$ cat src/rtl/pb_debounce_array.sv
// rtl/pb_debounce_array.sv - N-channel push-button debouncer with press/release/fire strobes
//
// Purpose: debounce N_CH raw button pins using one shared sample-tick prescaler,
// a 2-FF synchroniser and a consecutive-sample stability counter per channel.
// Each channel yields a debounced level, one-clk press/release strobes and a
// fire strobe that optionally auto-repeats while the button is held.
//
// Ports:
//   i_clk          system clock
//   i_rst_n        synchronous reset, active low
//   i_btn_in       raw asynchronous button pins          [N_CH]
//   o_btn_level    debounced level, 1 = pressed           [N_CH]
//   o_btn_press    1-clk strobe on debounced 0->1         [N_CH]
//   o_btn_release  1-clk strobe on debounced 1->0         [N_CH]
//   o_btn_fire     1-clk strobe: press or repeat event    [N_CH]
//   o_tick         1-clk sample strobe shared by all channels

module pb_debounce_array #(
    parameter int N_CH         = 5,
    parameter int TICK_DIV     = 50000,
    parameter int STABLE_TICKS = 8,
    parameter int ACTIVE_LOW   = 0,
    parameter int REPEAT_EN    = 1,
    parameter int REPEAT_DELAY = 400,
    parameter int REPEAT_RATE  = 100
) (
    input  logic            i_clk,
    input  logic            i_rst_n,
    input  logic [N_CH-1:0] i_btn_in,
    output logic [N_CH-1:0] o_btn_level,
    output logic [N_CH-1:0] o_btn_press,
    output logic [N_CH-1:0] o_btn_release,
    output logic [N_CH-1:0] o_btn_fire,
    output logic            o_tick
);

    localparam int TW = (TICK_DIV > 1) ? $clog2(TICK_DIV) : 1;
    localparam int SW = $clog2(STABLE_TICKS + 1);
    localparam int HW = $clog2(REPEAT_DELAY + 1);

    localparam logic [N_CH-1:0] POL         = (ACTIVE_LOW != 0) ? {N_CH{1'b1}} : {N_CH{1'b0}};
    localparam logic [TW-1:0]   TCNT_MAX    = TW'(TICK_DIV - 1);
    localparam logic [TW-1:0]   TCNT_PRE    = TW'(TICK_DIV - 2);
    localparam logic [SW-1:0]   SCNT_MAX    = SW'(STABLE_TICKS - 1);
    localparam logic [HW-1:0]   HCNT_MAX    = HW'(REPEAT_DELAY - 1);
    localparam logic [HW-1:0]   HCNT_RELOAD = HW'(REPEAT_DELAY - REPEAT_RATE);

    logic [TW-1:0]   r_tcnt;
    logic            r_tick;
    logic [N_CH-1:0] r_sync1;
    logic [N_CH-1:0] r_sync2;
    logic [N_CH-1:0] w_s;

    // The tick flag is registered one count early so that it is high exactly
    // while the counter sits at its terminal value.
    always_ff @(posedge i_clk) begin
        if (!i_rst_n) begin
            r_tcnt <= '0;
            r_tick <= 1'b0;
        end else begin
            r_tcnt <= (r_tcnt == TCNT_MAX) ? '0 : r_tcnt + 1'b1;
            r_tick <= (r_tcnt == TCNT_PRE);
        end
    end

    // Synchroniser holds raw pin polarity; resetting to the idle pin level
    // keeps an active-low released pin from briefly reading as pressed.
    always_ff @(posedge i_clk) begin
        if (!i_rst_n) begin
            r_sync1 <= POL;
            r_sync2 <= POL;
        end else begin
            r_sync1 <= i_btn_in;
            r_sync2 <= r_sync1;
        end
    end

    assign w_s    = r_sync2 ^ POL;
    assign o_tick = r_tick;

    for (genvar g = 0; g < N_CH; g++) begin : g_ch
        logic [SW-1:0] r_scnt;
        logic [HW-1:0] r_hcnt;
        logic          r_level;
        logic          r_press;
        logic          r_release;
        logic          r_fire;
        logic          w_differ;
        logic          w_flip;
        logic          w_rep;

        assign w_differ = (w_s[g] != r_level);
        assign w_flip   = r_tick && w_differ && (r_scnt == SCNT_MAX);
        // A release landing on a due repeat suppresses the repeat.
        assign w_rep    = (REPEAT_EN != 0) && r_tick && r_level && !w_flip && (r_hcnt == HCNT_MAX);

        always_ff @(posedge i_clk) begin
            if (!i_rst_n) begin
                r_scnt    <= '0;
                r_hcnt    <= '0;
                r_level   <= 1'b0;
                r_press   <= 1'b0;
                r_release <= 1'b0;
                r_fire    <= 1'b0;
            end else begin
                r_press   <= w_flip && w_s[g];
                r_release <= w_flip && !w_s[g];
                r_fire    <= (w_flip && w_s[g]) || w_rep;

                if (r_tick) begin
                    if (!w_differ) begin
                        r_scnt <= '0;
                    end else if (w_flip) begin
                        r_scnt  <= '0;
                        r_level <= w_s[g];
                    end else begin
                        r_scnt <= r_scnt + 1'b1;
                    end
                end

                // Hold counter idles at 0 while released, so a press always
                // starts the repeat delay from zero; any flip also clears it.
                if ((REPEAT_EN == 0) || w_flip || !r_level) begin
                    r_hcnt <= '0;
                end else if (r_tick) begin
                    r_hcnt <= w_rep ? HCNT_RELOAD : r_hcnt + 1'b1;
                end
            end
        end

        assign o_btn_level[g]   = r_level;
        assign o_btn_press[g]   = r_press;
        assign o_btn_release[g] = r_release;
        assign o_btn_fire[g]    = r_fire;
    end

endmodule

$ cat config.mk
export PLATFORM = sky130hd
export DESIGN_NAME = pb_debounce_array
export DESIGN_NICKNAME = d
export VERILOG_FILES = /design/src/rtl/pb_debounce_array.sv
export SDC_FILE = /design/constraint.sdc
export NUM_CORES = 1
export LEC_CHECK = 0
export BUFFER_PORTS_ARGS = -buffer_cell sky130_fd_sc_hd__buf_2
export CAP_MARGIN = 20
export CORE_UTILIZATION = 63
export CTS_BUF_LIST = sky130_fd_sc_hd__clkbuf_8
export CTS_CLUSTER_DIAMETER = 30
export DETAILED_ROUTE_END_ITERATION = 6
export PLACE_DENSITY = 0.82
export REMOVE_ABC_BUFFERS = 1
export SLEW_MARGIN = 20
export SYNTH_ARGS = -nofsm -noshare
export SYNTH_HDL_FRONTEND = slang
export SYNTH_SLANG_ARGS = --single-unit
$ cat constraint.sdc
create_clock -name i_clk -period 2 [get_ports i_clk]
set_input_delay 0.3 -clock i_clk [delete_from_list [all_inputs] [get_ports i_clk]]
set_output_delay 0.3 -clock i_clk [all_outputs]
set_load 0.01 [all_outputs]
==> results of run 1 <==
-- metal layers --
metal,vias to the layer above,GRT usage
met1,1712,0.276
met5,-,0
met3,12,0.0412
li1,1874,-
met4,0,0.0887
met2,67,0.419
-- sequential cells by signal (all words and copies together) (netlist names) --
register,flops
o_tick,1
g_ch.r_scnt,20
g_ch.r_release,5
g_ch.r_fire,5
r_sync1,5
g_ch.r_level,5
r_tcnt,16
g_ch.r_hcnt,45
g_ch.r_press,5
r_sync2,5
-- worst register-to-register path: cells and delay by family, from the launching register on --
family	cells	cell delay [ns]
DFF	1	0.59
and+or+nand+nor	3	0.94
AOI/OAI and AO/OA	1	0.18
-- cell type report --
type	count	area, sq um
well taps	99	124
repair buffers	41	240
clock buffers	12	165
inverters	12	45.0
multi-input cells	383	2410
clock inverters	3	17.5
flip-flops and latches	112	2240
fillers	546	2160
-- power by group through the flow --
stage | Combinational [mW] | Clock [mW] | Sequential (mW)
after floorplan | 0.0344 | 0 | 2.31
after global placement | 0.0639 | 0 | 2.31
after detailed placement | 0.0652 | 0 | 2.31
after CTS | 0.0657 | 1.27 | 2.26
after global routing | 0.0725 | 1.36 | 2.26
final | 0.0651 | 1.24 | 2.26
-- final timing paths --
path | end | startpoint | slack [ns] | cells after the start
max | g_ch[4].r_fire$_SDFF_PN0_ | o_tick$_SDFF_PN0_ | 0.23 | 4
min | r_sync1[2]$_SDFF_PN0_ | i_btn_in[2] | 0.13 | 2
max reg2reg | g_ch[4].r_fire$_SDFF_PN0_ | o_tick$_SDFF_PN0_ | 0.23 | 4
min reg2reg | r_sync2[3]$_SDFF_PN0_ | r_sync1[3]$_SDFF_PN0_ | 0.44 | 1
-- cell usage after synthesis, types with 2 or more instances --
| library cell | count | area share |
|---|---|---|
| sky130_fd_sc_hd__or2b_1 | 2 | 0.0031 |
| sky130_fd_sc_hd__xnor2_1 | 33 | 0.059 |
| sky130_fd_sc_hd__nor2b_1 | 5 | 0.0064 |
| sky130_fd_sc_hd__inv_1 | 10 | 0.0076 |
| sky130_fd_sc_hd__nand3b_1 | 7 | 0.011 |
| sky130_fd_sc_hd__nand2_1 | 50 | 0.038 |
| sky130_fd_sc_hd__o21ai_0 | 12 | 0.012 |
| sky130_fd_sc_hd__clkbuf_1 | 6 | 0.0046 |
| sky130_fd_sc_hd__clkinv_1 | 2 | 0.0015 |
| sky130_fd_sc_hd__dfxtp_1 | 112 | 0.46 |
| sky130_fd_sc_hd__o21a_1 | 2 | 0.0031 |
| sky130_fd_sc_hd__xor2_1 | 23 | 0.041 |
| sky130_fd_sc_hd__and2_1 | 14 | 0.018 |
| sky130_fd_sc_hd__nor4_1 | 7 | 0.0089 |
| sky130_fd_sc_hd__buf_2 | 2 | 0.0020 |
| sky130_fd_sc_hd__nand4b_1 | 4 | 0.0071 |
| sky130_fd_sc_hd__and3_1 | 7 | 0.0089 |
| sky130_fd_sc_hd__buf_6 | 2 | 0.0046 |
| sky130_fd_sc_hd__mux2_2 | 2 | 0.0046 |
| sky130_fd_sc_hd__and4_1 | 3 | 0.0053 |
| sky130_fd_sc_hd__o311ai_4 | 2 | 0.011 |
| sky130_fd_sc_hd__o311ai_2 | 2 | 0.0066 |
| sky130_fd_sc_hd__nor3b_1 | 2 | 0.0031 |
| sky130_fd_sc_hd__a21oi_1 | 40 | 0.041 |
| sky130_fd_sc_hd__nor3_1 | 16 | 0.016 |
| sky130_fd_sc_hd__nor2_1 | 59 | 0.045 |
| sky130_fd_sc_hd__buf_4 | 22 | 0.034 |
| sky130_fd_sc_hd__nor4b_1 | 8 | 0.014 |
| sky130_fd_sc_hd__nand3_1 | 29 | 0.029 |
| sky130_fd_sc_hd__ha_1 | 12 | 0.031 |
| sky130_fd_sc_hd__o2bb2ai_1 | 2 | 0.0036 |
| sky130_fd_sc_hd__a2bb2oi_1 | 2 | 0.0036 |
| sky130_fd_sc_hd__nand2b_1 | 7 | 0.0089 |
| sky130_fd_sc_hd__nand4_1 | 13 | 0.017 |
| sky130_fd_sc_hd__or3b_1 | 2 | 0.0036 |
-- kinds of logic after synthesis --
| kind of cell | synth area share |
|---|---|
| and+or+nand+nor | 0.262 |
| DFF | 0.456 |
| AOI/OAI and AO/OA | 0.0918 |
| xor gates and xnor gates | 0.0997 |
| buffers and inverters | 0.0539 |
| adders and majority gates | 0.0305 |
| muxes | 0.00661 |
-- stage by stage --
step                      hold WS, ns  setup WS [ns]  power (mW)  std cells
after floorplan                 0.412         -0.938        2.34        507
after global placement          0.414          0.340        2.37        647
after detailed placement        0.420          0.252        2.37        647
after CTS                       0.120          0.239        3.60        662
after global routing            0.119         0.0768        3.69        662
final                           0.132          0.230        3.56        662
==> out/summary.md, run 1 <==
The flow ran to the end, and the final reports show no timing, DRC or antenna violations. Cell type of the slowest stage on the worst timing path: sky130_fd_sc_hd__dfxtp_2. The library cell used most frequently in the layout, excluding fill and tap cells, is sky130_fd_sc_hd__dfxtp_1. The sequential share of power is 0.634. Across the VDD grid, the largest voltage drop is 0.497 mV. The detailed router put a total of 3990 um of wire on met1. During I/O placement, the number of pins put on the boundary was 28. The run gives 2.29 ns as the critical path required time. The utilization of the core after routing is 0.708, and the leakage power total is 1.85 nW. The cell family contributing the most delay on the critical path is simple AND/OR/NAND/NOR gates.

Leaving out fill and tap cells, the most frequent cells in the layout are sky130_fd_sc_hd__dfxtp_1, sky130_fd_sc_hd__nor2_1, sky130_fd_sc_hd__nand2_1. After detailed routing, the average wire length per cell comes to 13.2 um. The fraction of synthesis flops using an asynchronous set or reset pin works out to 0.

First-pass GRT wire length: 15700 um. The via density per instance was 5.54. The min-delay analysis places its worst path in the category input pin to register. Clock root buffer: sky130_fd_sc_hd__clkbuf_8. The run gives 0 as the count of max-cap constraint violations. The slew of the pin with the lowest slew margin came out at 0.414 ns. Hold repair after CTS inserted 0 buffers. For the proportion of power drawn by the clock network, the log shows 0.348. The initialized floorplan defines 31 standard-cell rows. The all-layer global routing usage came out at 0.233.

The hold violation total from the final report is 0. The run gives 51 as the distinct cell type count of the synthesized netlist. Counting flops and latches in the post-synthesis netlist gives 112.

The run gives 539 as the synthesized instance count. STA classifies the critical path endpoint as a register. The logs give 185 for the starting DRC count in detailed routing and 0.00507 sq mm for the cell area after placement.

In this run, synthesis inferred 0 flip-flops with an integrated enable. The final weighted congestion of routability-driven global placement was 0.825; the power per cell area was 679 mW/mm^2. CTS built an H-tree with a depth of 3. Number of global-route vias before repair: 3599. Combinational power share: 0.018.

The tools report the largest net degree at the start of global routing as 26. Average cell area after synthesis: 9.13 sq um. The largest fanout on the critical path was 20. The clock arrives with 0.0103 ns of skew.

No sink is reached through more buffers than the 2 on the longest clock path. Setup repair after global routing left no endpoint under its margin. Signal routing reaches up to met4.

In this run the remaining antenna-violating nets after routing total 0. The headroom to the max-slew limit is 0.724. Summing every instance area after synthesis gives 0.00492 sq mm. The net count of the finished layout was 578. For this run, the slowest stage of the critical path takes 0.59 ns.

The net switching power of the design was 747 uW. In this run, post-CTS repair resized a total of 0 instances. The initial cell density of the core was 0.664. TritonCTS built the clock tree. The growth of design area from synthesis to finish came out at 6.66%. The clock network latency to the later pin of the worst-skew pair is 0.37 ns. The critical path in this run is classified as register to register. The total length of routed wires was 8710 um; the width of the die was 90.4 um. For this run the aggregate overflow at the end of global routing stands at 0. The tree built by TritonCTS fans out to 112 sinks.

The share of the yosys chip area belonging to registers is 0.456, and the overall via count from detail_route is 3665. Input and output buffers added on the ports amount to 27. Maximum clock rate: 565 MHz.

The total half-perimeter wirelength after legalization and detailed placement is 6140 um, and the fraction of layout cells with a size suffix above 1 is 0.124. The smallest clock period supported by the final layout is computed as 1.77 ns. Clock tree synthesis inserted a total of 9 buffers. The most used flip-flop cell after synthesis is sky130_fd_sc_hd__dfxtp_1. The die is 90.4 um tall. The die covers 0.00817 sq mm.

The clock slew seen by the registers of the worst setup and hold paths works out to 0.09 ns. In this run the standard cell core region covers 0.00741 sq mm. The number of antenna diodes in the final layout is 0. Wire segments on met3 add up to 302 um in the final route. The post-route fraction of the period consumed by the critical path is 0.885, and the share of total power consumed by net switching is 0.210.

The internal power contribution came out at 2.81 mW. STA classifies the critical path startpoint as a register. For the synthesis warning total, the log shows 0. The final setup violation count came out at 0. The buffering stage count on the worst path with inverters included was 0. The run gives 0 as the final-report max-slew violation count. Summing all non-filler instances in the final layout gives an area of 0.00525 sq mm. The initial antenna violation count is 0, and the total iterations of the first detailed-routing run is 5.

The sum of negative setup slack is 0 ns. After clock tree synthesis, the setup repair step added 0 buffers. In the routed design, unresolved DRC markers number 0.

The signal on the critical path passes through and4_1, nand3_1, or3b_1, o22ai_1. The worst endpoint data arrival time came out at 2.06 ns. For the total length of routed met2 wires, the log shows 4290 um.
No activity file was read; power rests on OpenSTA's default activity.
==> inputs of run 2 (changes only) <==
--- a/config.mk
+++ b/config.mk
@@ -12,4 +12,5 @@
 export CTS_CLUSTER_DIAMETER = 30
 export DETAILED_ROUTE_END_ITERATION = 6
+export GPL_TIMING_DRIVEN = 0
 export PLACE_DENSITY = 0.82
 export REMOVE_ABC_BUFFERS = 1
==> constraint.sdc (replaced) <==
create_clock -name i_clk -period 2 [get_ports i_clk]
set_input_delay 0 -clock i_clk [delete_from_list [all_inputs] [get_ports i_clk]]
set_output_delay 0 -clock i_clk [all_outputs]
set_load 0.01 [all_outputs]
==> run 2 against run 1 <==
- design area rose by 0.86%
- clock power increased by 23%
- utilization increased by 0.61 points
- maximum frequency decreased by 4.0%
- sequential cell count did not move
- cell count shrank 0.91%
- sequential power barely moved
- routed wire length down 3.8%
- clock skew increased by 0.0042 ns
- via count down 1.6%
- critical path type unchanged
==> out/summary.md, run 2 (same netlist as run 1, synthesis figures left out) <==
Leaving out fill and tap cells, the most frequent cell in the layout is sky130_fd_sc_hd__dfxtp_1. The total iterations of the first detailed-routing run was 4 (-1); the number of rows in the core area was 31 (unchanged). The library cells used most frequently in the layout, excluding fill and tap cells, are sky130_fd_sc_hd__dfxtp_1, sky130_fd_sc_hd__nor2_1, sky130_fd_sc_hd__nand2_1. The flow ran to the end, and the final reports show no timing, DRC or antenna violations. The tools report the number of diodes added for antenna fixing as 0 (unchanged). Register with the highest flop count: g_ch.r_hcnt.

Number of buffer cells added on primary ports: 27 (unchanged). The tools report the final cell count without fillers as 656 (-0.91%). The headroom to the max-slew limit was 0.482 (-0.242). The all-layer global routing usage is 0.220 (-0.0128). The run gives 0 (unchanged) as the count of max-cap constraint violations.

The overall via count from detail_route came out at 3605 (-1.6%). For the total half-perimeter wirelength after legalization and detailed placement, the log shows 5670 um (-7.5%). The largest net degree at the start of global routing was 41 (+58%); the final-report max-slew violation count was 0 (unchanged).

The logs give 8380 um (-3.8%) for the total length of routed wires and 0.796 (-3.6%) for the final weighted congestion of routability-driven global placement. The maximum buffer depth of the clock tree is 2 (unchanged). The number of flip-flops under the largest register name was 45 (unchanged).

The tree is rooted in a sky130_fd_sc_hd__clkbuf_8. The clock network latency to the later pin of the worst-skew pair was 0.37 ns (about the same); the via density per instance was 5.50 (-0.74%). The logs give 3 (unchanged) for the maximum level of the CTS H-tree and 0.0144 ns (+0.00417 ns) for the final setup skew. The power per cell area was 729 mW/mm^2 (+7.4%); the chip height was 90.4 um (unchanged). The run gives 1.84 nW (-0.70%) as the leakage power total. In this run the worst hold path is classified as input pin to register. The buffering stage count on the worst path with inverters included is 1 (+1), and the post-route minimum period is 1.84 ns (+0.0737 ns).

For the maximum clock rate, the log shows 542 MHz (-4.0%). The number of buffers created by CTS is 9 (unchanged), and the aggregate global routing overflow is 0 (unchanged). The final setup violation count is 0 (unchanged), and the utilization of the core after routing is 0.715 (+0.00608). Number of top-level pins: 28 (unchanged). The fraction of layout cells with a size suffix above 1 is 0.111 (-0.0130), and the critical path's largest stage delay is 0.52 ns (-0.07 ns).

The starting DRC count in detailed routing was 173 (-6.5%). In the final layout, the registers with the most flip-flops are g_ch.r_hcnt: 45 flops, g_ch.r_scnt: 20 flops, r_tcnt: 16 flops. The tools report the area of the placeable core as 0.00741 sq mm (unchanged).

Critical path start-end classification: register to register. The growth of design area from synthesis to finish is 7.58%. The number of design rule violations left after detail routing is 0 (unchanged). Largest fanout on the critical path: 40 (+100%).

Worst endpoint data arrival time: 2.15 ns (+0.09 ns). The critical path goes through buf_12, and3_1, nand4_1, or2_1, a21oi_1. For the hold violation total from the final report, the log shows 0 (unchanged). The net count of the finished layout came out at 571 (-1.2%).

The post-route fraction of the period consumed by the critical path is 0.922 (+0.0369). The initial antenna violation count was 0 (unchanged); the first-pass GRT wire length was 14800 um (-5.6%). The run gives 0.664 (unchanged) as the initial cell density of the core. The tools report the total instance count after detailed placement as 634 (-2.0%). The worst setup path is launched from a register. The critical path required time came out at 2.30 ns (about the same). Clock slew seen by the registers of the worst setup and hold paths: 0.10 ns (about the same).

Number of global-route vias before repair: 3476 (-3.4%). The maximum vdd drop is 0.574 mV (+16%). Number of antenna-violating nets in the routed design: 0 (unchanged). The tools report the total number of clock tree sinks as 112 (unchanged).

Slew of the pin with the lowest slew margin: 0.774 ns (+0.361 ns). The slowest stage of the critical path belongs to the cell sky130_fd_sc_hd__dfxtp_2. The average detailed-routed wire length per instance works out to 12.8 um (-2.9%). Setup repair after global routing left no endpoint under its margin. The area enclosed by the die boundary is 0.00817 sq mm (unchanged), and the width of the die is 90.4 um (unchanged).

The worst setup path is captured at a register. The tools report the count of filler cells inserted in the layout as 557 (+2.0%). Among cell families on the critical path, the largest total delay comes from simple AND/OR/NAND/NOR gates.

TritonCTS built the clock tree.
==> run 2: cell count changes in the layout (fill, tap and decap cells not counted), moves of 2 or more <==
cell	before	now
sky130_fd_sc_hd__buf_4	14	1
sky130_fd_sc_hd__bufinv_16	0	2
sky130_fd_sc_hd__dlygate4sd3_1	0	5
sky130_fd_sc_hd__inv_6	0	2
==> run 2: layer usage <==
| layer | global-route usage | part of all wire |
|---|---|---|
| met5 | 0 | 0 |
| met4 | 0.0780 | 0.015 |
| met3 | 0.0446 | 0.025 |
| met2 | 0.406 | 0.50 |
| met1 | 0.250 | 0.46 |
==> run 2: path summary, 6_finish.rpt <==
| kind | startpoint | endpoint | slack [ns] | cells after the start |
|---|---|---|---|---|
| max reg2reg | o_tick$_SDFF_PN0_ | g_ch[0].r_hcnt[3]$_SDFFE_PP0P_ | 0.16 | 5 |
| min reg2reg | r_sync1[4]$_SDFF_PN0_ | r_sync2[4]$_SDFF_PN0_ | 0.44 | 1 |
| max | o_tick$_SDFF_PN0_ | g_ch[0].r_hcnt[3]$_SDFFE_PP0P_ | 0.16 | 5 |
| min | i_rst_n | g_ch[0].r_scnt[3]$_SDFFE_PN0P_ | 0.18 | 2 |
==> run 2: cell type report <==
class | count | area (sq um) | area share
Multi-Input combinational cell | 383 | 2430 | 0.458
Sequential cell | 112 | 2240 | 0.424
Timing Repair Buffer | 34 | 213 | 0.0402
Clock buffer | 11 | 151 | 0.0286
Tap cell | 99 | 124 | 0.0234
Clock inverter | 5 | 86.3 | 0.0163
Inverter | 12 | 50.0 | 0.00945
==> run 2: per-stage QoR <==
stage          hold slack, ns  setup slack, ns  area, sq um  setup TNS (ns)  power [mW]
2_1_floorplan           0.118           -0.938         4700          -26.48        2.34
3_3_place_gp            0.206            -1.78         4960          -71.96        2.37
3_5_place_dp            0.209           -0.446         4980           -3.90        2.37
4_1_cts                 0.168            0.111         5270               0        3.88
5_1_grt                 0.198           0.0311         5290               0        3.98
6_report                0.179            0.157         5290               0        3.86
==> run 2: worst register-to-register path, delay by kind of cell (launching register included) <==
family / cells / cell delay (ns)
flops: 1 / 0.52
simple gates: 3 / 0.85
compound gates: 1 / 0.15
buf+inv: 1 / 0.26
==> run 2: power breakdown <==
part	leakage (nW)	switching (mW)	internal (mW)	total, mW
clock network	0.121	0.749	0.786	1.53
registers	0.905	0.0148	2.24	2.26
logic	0.811	0.0372	0.0282	0.0654
total	1.84	0.801	3.06	3.86
==> run 2: repair_timing <==
item	in CTS	in global routing
endpoints found under the hold margin	5	0
setup buffers	0	1
pin swaps	0	3
gates resized for setup	2	2
hold buffers	5	0
endpoints found under the setup margin	17	16
